**src/rtl/hazard_pkg.sv**
```systemverilog
// Shared definitions for the pipeline hazard unit: FSM state encoding, PC
// address-select codes and the load-use detection helper.
package hazard_pkg;

  typedef enum logic {
    NO_HAZ     = 1'b0,
    BR_RESOLVE = 1'b1
  } state_t;

  localparam logic [1:0] ADDR_PC4    = 2'b00;
  localparam logic [1:0] ADDR_JUMP   = 2'b01;
  localparam logic [1:0] ADDR_BRANCH = 2'b10;

  // r0 is hard-wired zero, so a load into it never creates a dependency.
  function automatic logic load_use(
    input logic       ex_memread,
    input logic [4:0] ex_rw,
    input logic [4:0] id_rs,
    input logic [4:0] id_rt,
    input logic       use_shamt,
    input logic       use_immed
  );
    return ex_memread && (ex_rw != 5'd0) &&
           ((!use_shamt && (id_rs == ex_rw)) || (!use_immed && (id_rt == ex_rw)));
  endfunction

endpackage

```
**src/rtl/hazard_unit_sat_counter.sv**
```systemverilog
// Saturating up-counter with synchronous clear, used for hazard statistics.
// Built only when HAZARD_PERF_CNT_EN is defined.
`ifdef HAZARD_PERF_CNT_EN
module sat_counter #(
  parameter int WIDTH = 16
) (
  input  logic             clk,
  input  logic             clear,
  input  logic             inc,
  output logic [WIDTH-1:0] count
);

  always_ff @(posedge clk) begin
    if (clear)
      count <= '0;
    else if (inc && (count != {WIDTH{1'b1}}))
      count <= count + 1'b1;
  end

endmodule
`endif

```
**src/rtl/hazard_unit.sv**
```systemverilog
// Pipeline hazard unit: load-use stalls, jump flush and branch resolution.
// Optional stall/flush statistics counters under HAZARD_PERF_CNT_EN.
//
// state      | meaning
// NO_HAZ     | normal flow; detect load-use, jump and branch in ID
// BR_RESOLVE | branch moved to EX, ID holds a flushed nop; redirect on outcome
module hazard_unit
  import hazard_pkg::*;
(
  input  logic       CLK,
  input  logic       Reset,
  input  logic [4:0] ID_Rs,
  input  logic [4:0] ID_Rt,
  input  logic       UseShamt,
  input  logic       UseImmed,
  input  logic [4:0] EX_Rw,
  input  logic       EX_MemRead,
  input  logic       ID_Jump,
  input  logic       ID_Branch,
  input  logic       EX_BranchTaken,
  output logic       PC_Write,
  output logic       IFID_Write,
  output logic       IFID_Flush,
  output logic       Bubble,
  output logic [1:0] AddrSel
`ifdef HAZARD_PERF_CNT_EN
  ,
  output logic [15:0] StallCount,
  output logic [15:0] FlushCount
`endif
);

  state_t state;
  state_t next_state;
  logic   lu;
  logic   lu_stall;

  assign lu = load_use(EX_MemRead, EX_Rw, ID_Rs, ID_Rt, UseShamt, UseImmed);

  always_ff @(posedge CLK) begin
    if (Reset)
      state <= NO_HAZ;
    else
      state <= next_state;
  end

  always_comb begin
    next_state = state;
    PC_Write   = 1'b1;
    IFID_Write = 1'b1;
    IFID_Flush = 1'b0;
    Bubble     = 1'b0;
    AddrSel    = ADDR_PC4;
    lu_stall   = 1'b0;

    if (Reset) begin
      next_state = NO_HAZ;
      PC_Write   = 1'b0;
      IFID_Write = 1'b0;
      IFID_Flush = 1'b1;
      Bubble     = 1'b1;
    end else begin
      case (state)
        NO_HAZ: begin
          if (lu) begin
            PC_Write   = 1'b0;
            IFID_Write = 1'b0;
            Bubble     = 1'b1;
            lu_stall   = 1'b1;
          end else if (ID_Jump) begin
            AddrSel    = ADDR_JUMP;
            IFID_Flush = 1'b1;
          end else if (ID_Branch) begin
            // Hold PC until the branch outcome is known in EX.
            PC_Write   = 1'b0;
            IFID_Flush = 1'b1;
            next_state = BR_RESOLVE;
          end
        end
        BR_RESOLVE: begin
          next_state = NO_HAZ;
          if (EX_BranchTaken) begin
            AddrSel    = ADDR_BRANCH;
            IFID_Flush = 1'b1;
          end
        end
        default: next_state = NO_HAZ;
      endcase
    end
  end

`ifdef HAZARD_PERF_CNT_EN
  sat_counter #(.WIDTH(16)) u_stall_cnt (
    .clk   (CLK),
    .clear (Reset),
    .inc   (lu_stall),
    .count (StallCount)
  );

  sat_counter #(.WIDTH(16)) u_flush_cnt (
    .clk   (CLK),
    .clear (Reset),
    .inc   (IFID_Flush && !Reset),
    .count (FlushCount)
  );
`endif

endmodule

```
**config.mk**
```make
export PLATFORM = sky130hd
export DESIGN_NAME = hazard_unit
export DESIGN_NICKNAME = d
export VERILOG_FILES = /design/src/rtl/hazard_pkg.sv /design/src/rtl/hazard_unit_sat_counter.sv /design/src/rtl/hazard_unit.sv
export SDC_FILE = /design/constraint.sdc
export NUM_CORES = 1
export LEC_CHECK = 0
export ABC_AREA = 1
export BUFFER_PORTS_ARGS = -buffer_cell sky130_fd_sc_hd__buf_2
export CAP_MARGIN = 40
export CORE_AREA = 2 2 39 41
export CTS_BUF_LIST = sky130_fd_sc_hd__clkbuf_8
export CTS_CLUSTER_DIAMETER = 80
export CTS_CLUSTER_SIZE = 16
export DETAILED_ROUTE_END_ITERATION = 8
export DIE_AREA = 0 0 41 43
export PLACE_DENSITY = 0.56
export SYNTH_ARGS = -nofsm -noshare
export SYNTH_HDL_FRONTEND = slang
export SYNTH_HIERARCHICAL = 1
export SYNTH_SLANG_ARGS = --single-unit
```
**constraint.sdc**
```tcl
create_clock -name CLK -period 1.05 [get_ports CLK]
set_input_delay 0.21 -clock CLK [delete_from_list [all_inputs] [get_ports CLK]]
set_output_delay 0.21 -clock CLK [all_outputs]
set_load 0.005 [all_outputs]
```
==> reports/qor.yml, run 1 <==
crit_type: "primary input to primary output"
gp_congestion: 0.727
gr-total-overflow: 0
crit_fanout: 3
slew_headroom: 0.833
nets: 134
cp_num_buf_inv: 4
power.density_nw_per_um2: 398
min-delay-start: "ID_Jump"
netSwitchingPower_uw: 93.4
die_w_um: 41
final_util: 0.465
finalSetupViolations: 6
area_delta_synth_final_pct: 85.6
switching_share: 0.365
violations: "setup timing"
syn_avg_cell_area_um2: 4.39
synth_fp_nets: 102
crit_chain: "buf_8 -> inv_6 -> nand4_1 -> o21ai_1 -> inv_1 -> nand2_2 -> nand2_2 -> nor2_1 -> buf_2"
grt_usage: 0.105
crit_top_cell: "nand2_2"
first_pass_iters: 3
hold_viol: 0
grtUsageMet3: 0
clockPowerShare: 0
regMostFlops: "state"
diodes: 0
finalMaxSlewViolations: 0
rsz0062_at_grt: "yes"
synth_seq_cells: 1
maxCapViolations: 0
final_common_cell: "nand2_1"
max_stage_delay_ps: 130
synth_area_um2: 347
ir_drop_mv: 0.266
grt_max_degree: 5
die_h_um: 43
reg2reg_from: "state$_SDFF_PP0_"
crit_slowest_cell: "o21ai_1"
start_util: 0.250
layout_min_cycle_time_ps: 1220
fin_skew_ps: 0
io_buffer_count: 28
num_io_pins: 29
avgViaCountPerCell: 4.03
wl_per_cell_um: 7.50
core_um2: 1380
grt_pass1_wl_um: 1430
final_cell_mix: "nand2_1, buf_2, inv_1"
internal_power_uw: 162
fin_crit_sh: 1.17
clk_pin_slew_worst_paths_ps: 0
status: "complete, but fails checks"
p_comb_frac: 0.836
fp.dieArea_um2: 1760
cp.arrival_ps: 1010
dp_hpwl_um: 756
rows: 14
clock_latency_ps: 0
ant_nets: 0
layout_setup_ws_ps: -174
drc: 0
max_freq_mhz: 817
layout-drive-gt1-share: 0.422
whs_ps: 520
ys_seq_area_frac: 0.0578
grt_pass1_vias: 405
drtIter0Drc: 5
required_ps: 840
cts_setup_buffers: 0
wl_um: 938
synth_cell_types: 12
final-instance-count-excl-fill: 125
reg_top3: "state (1)"
vias: 504
largest_register_ffs: 1
ys_warn_count: 6
grtUsageMet1: 0.140
grtUsageMet2: 0.191
syn_inst: 79
p_leak_uw: 0.000414
crit_start: "EX_Rw[1]"
hp-class: "primary input to flip-flop"
place_inst: 125
holdBufCountCts: 0
cp-start-kind: "primary input"
busiest_layer: "met2"
seq_power_share: 0.164
cp_top_family: "buffers and inverters"
tightest_slew_ps: 249
antenna_found_initial: 0
critPathCaptureType: "primary output"
## power groups by stage
stage | logic (uW) | clock network (uW) | registers [uW]
after floorplan | 85.7 | 0 | 41.7
after global placement | 164 | 0 | 42.0
after detailed placement | 166 | 0 | 42.1
after CTS | 192 | 0 | 42.1
after global routing | 241 | 0 | 42.3
final | 214 | 0 | 42.0
## what timing repair did
action                     in CTS  in global routing
resized for setup              16                 16
pin swaps                      16                 18
setup endpoints to repair       6                  6
## area by class of cell
| class | count | area, um2 |
|---|---|---|
| Fill cell | 151 | 741 |
| Inverter | 22 | 111 |
| Multi-Input combinational cell | 56 | 245 |
| Sequential cell | 1 | 20.0 |
| Tap cell | 16 | 20.0 |
| Timing Repair Buffer | 30 | 246 |
## cell usage after synthesis
library cell | number | area [um2]
nand2_1 | 33 | 124
inv_1 | 16 | 60.1
nor2_1 | 14 | 52.6
inv_2 | 5 | 18.8
nand3_1 | 3 | 15.0
nand2_2 | 2 | 12.5
bufinv_8 | 1 | 17.5
dfxtp_1 | 1 | 20.0
nand3_2 | 1 | 10.0
nand4_1 | 1 | 6.26
nor3_1 | 1 | 5.00
o21ai_1 | 1 | 5.00
## cells by family after synthesis
family / share of synthesized area
compound gates: 0.0144
flops: 0.0578
simple gates: 0.650
buf+inv: 0.278
## per-layer routing
metal  vias up  routed length (um)
met1       205                 408
met3         0                  59
met2        13                 470
met5         -                   0
met4         0                   0
li1        286                   -
## worst reg2reg max path, stage by stage, from the launching register on
cell and delay [ps]:
dfxtp_1 310, nor3_1 250, inv_1 90, nor2_2 100
## per-stage QoR
stage	power (uW)	area (um2)	TNS, ps	setup slack (ps)
after floorplan	127	347	0	88.6
after global placement	206	522	-1030	-208
after detailed placement	208	522	-1030	-214
after CTS	234	589	-874	-184
after global routing	283	643	-1360	-266
final	256	643	-773	-174
## path summary, 6_finish.rpt
check / to / slack (ps) / depth (start not counted)
setup / recovery: AddrSel[0] / -170 / 9
hold / removal: state$_SDFF_PP0_ / 520 / 4
setup reg to reg: state$_SDFF_PP0_ / 240 / 3
hold reg to reg: state$_SDFF_PP0_ / 580 / 3
Power figures use the tool's default switching activity.
==> run 2, diff against run 1 <==
--- a/config.mk
+++ b/config.mk
@@ -5,7 +5,6 @@
 export SDC_FILE = /design/constraint.sdc
 export NUM_CORES = 1
 export LEC_CHECK = 0
-export ABC_AREA = 1
 export BUFFER_PORTS_ARGS = -buffer_cell sky130_fd_sc_hd__buf_2
 export CAP_MARGIN = 40
 export CORE_AREA = 2 2 39 41
@@ -14,7 +13,7 @@
 export CTS_CLUSTER_SIZE = 16
 export DETAILED_ROUTE_END_ITERATION = 8
 export DIE_AREA = 0 0 41 43
-export PLACE_DENSITY = 0.56
+export PLACE_DENSITY = 0.5
 export SYNTH_ARGS = -nofsm -noshare
 export SYNTH_HDL_FRONTEND = slang
 export SYNTH_HIERARCHICAL = 1
==> reports/qor.yml, run 2 <==
die_w_um: 41  # unchanged
grt_max_degree: 8  # +3
num_io_pins: 29  # unchanged
first_pass_iters: 2  # -1
grt_usage: 0.0959  # -0.00920
io_buffer_count: 28  # unchanged
grt_pass1_wl_um: 1280  # -10%
drtIter0Drc: 4  # -1
fp.dieArea_um2: 1760  # unchanged
max_freq_mhz: 591  # -28%
synth_area_um2: 275  # -21%
largest_register_ffs: 1  # unchanged
reg_top3: "state (1)"
power.density_nw_per_um2: 432  # +8.7%
clock_latency_ps: 0  # unchanged
dp_hpwl_um: 725  # -4.0%
diodes: 0  # unchanged
synth_ff_type: "dfxtp_1"
gr-total-overflow: 0  # unchanged
hold_viol: 0  # unchanged
slew_headroom: 0.789  # -0.0439
layout_min_cycle_time_ps: 1690  # +468 ps
finalMaxSlewViolations: 0  # unchanged
maxCapViolations: 0  # unchanged
final_cell_mix: "buf_2, buf_4, xnor2_1"
core_um2: 1380  # unchanged
p_leak_uw: 0.000273  # -34%
synth_seq_cells: 1  # unchanged
crit_slowest_cell: "or4_4"
max_stage_delay_ps: 540  # +410 ps
finalSetupViolations: 6  # unchanged
ys_seq_area_frac: 0.0727  # +0.0150
synth_edf_count: 0  # unchanged
multi_input_area_um2: 314  # +28%
yosys.cell_count.top_type: "xnor2_1"
wl_um: 919  # -2.0%
fin_crit_sh: 1.61  # +0.446
nets: 98  # -27%
avgViaCountPerCell: 4.40  # +9.2%
hp-class: "primary input to flip-flop"
fillers: 134  # -11%
ys_top_cells_by_area: "xnor2_1, a2111oi_2, dfxtp_1, o32ai_2, a211oi_2"
tightest_slew_ps: 313  # +63.7 ps
yosysTopAreaCell: "xnor2_1"
rsz0062_at_grt: "yes"
synth_cell_types: 20  # +8
fin_skew_ps: 0  # unchanged
critPathCaptureType: "primary output"
antenna_found_initial: 0  # unchanged
yosys-top-cells-count: "xnor2_1, nor2_1"
layout_setup_ws_ps: -642  # -468 ps
wl_per_cell_um: 10.3  # +38%
clk_pin_slew_worst_paths_ps: 0  # unchanged
regMostFlops: "state"
final_common_cell: "buf_2"
synth_fp_nets: 57  # -44%
ys_warn_count: 6  # unchanged
placed_area_um2: 536  # +2.6%
crit_start: "EX_Rw[3]"
min-delay-start: "Reset"
syn_avg_cell_area_um2: 8.10  # +85%
drc: 0  # unchanged
final_area_um2: 624  # -2.9%
synthArstFlopShare: 0  # unchanged
area_delta_synth_final_pct: 127
holdBufCountCts: 0  # unchanged
ir_drop_mv: 0.182  # -31%
cp.arrival_ps: 1480  # +470 ps
grt_pass1_vias: 342  # -16%
vias: 392  # -22%
die_h_um: 43  # unchanged
regArea_um2: 20.0  # unchanged
syn_inst: 34  # -57%
ant_nets: 0  # unchanged
cp-start-kind: "primary input"
crit_chain: "buf_8 -> or4_4 -> o21a_4 -> a2111oi_4 -> buf_2"
layout-drive-gt1-share: 0.712  # +0.290
gp_congestion: 0.642  # -12%
pre_cts_slack_ps: -677  # -463 ps
crit_fanout: 3  # unchanged
netlist.area_leader.share: 0.286  # -0.0710
violations: "setup timing"
rows: 14  # unchanged
required_ps: 840  # about the same
crit_type: "primary input to primary output"
final_util: 0.451  # -0.0136
reg2reg_from: "state$_SDFF_PP0_"
start_util: 0.199  # -0.0515
status: "complete, but fails checks"
-- run 2: changes by cell type after synthesis, sizes merged, moves of 4 or more --
| cell | before | now |
|---|---|---|
| inv | 21 | 1 |
| nor2 | 14 | 3 |
| nand3 | 4 | 0 |
| xnor2 | 0 | 9 |
| nand2 | 35 | 2 |
-- run 2: cells by family (layout without fill, tap and decap cells) --
group / Yosys count / count (layout) / share of synthesized area
buf+inv: 2 / 41 / 0.0272
xor+xnor: 10 / 10 / 0.318
simple gates: 11 / 11 / 0.227
compound gates: 10 / 10 / 0.355
flops: 1 / 1 / 0.0727
-- run 2: per-stage QoR --
stage / std cells / total power [uW] / hold slack, ps / TNS, ps
final: 89 / 270 / 543 / -3590
after global routing: 89 / 290 / 561 / -3890
after CTS: 87 / 258 / 548 / -3540
after detailed placement: 86 / 235 / 519 / -3790
after global placement: 86 / 235 / 522 / -3740
after floorplan: 34 / 132 / 390 / -1960
-- run 2: layout make-up --
type | instances | share of cell area
multi-input cells | 31 | 0.503
repair buffers | 40 | 0.427
flip-flops and latches | 1 | 0.0321
well taps | 16 | 0.0321
inverters | 1 | 0.00601
-- run 2: what timing repair did --
item                                    in CTS  in global routing
pin swaps                                    3                  3
setup buffers                                1                  2
endpoints found under the setup margin       6                  7
resized for setup                            9                  4
-- run 2: metal layers --
layer,up-vias,global-route usage,wire length (um)
met5,-,0,0
met4,0,0,0
met3,0,0.00524,120
met2,21,0.184,457
met1,165,0.114,341
li1,206,-,-
-- run 2: path summary, 6_finish.rpt --
path,to,cells after the start,slack (ps)
worst min-delay path,state$_SDFF_PP0_,3,540
worst max-delay path,AddrSel[0],5,-640
worst min register to register,state$_SDFF_PP0_,2,600
worst max register to register,state$_SDFF_PP0_,2,250
-- run 2: worst max-delay path: cells and delay by family --
family / cells / cell delay, ps
compound gates: 2 / 480
simple gates: 1 / 540
buf+inv: 2 / 250
-- run 2: power by group --
part	leakage (uW)	total, uW	internal, uW	switching [uW]
logic	0.000265	228	133	95.4
registers	0.00000820	41.8	40.5	1.35
clock network	0	0	0	0
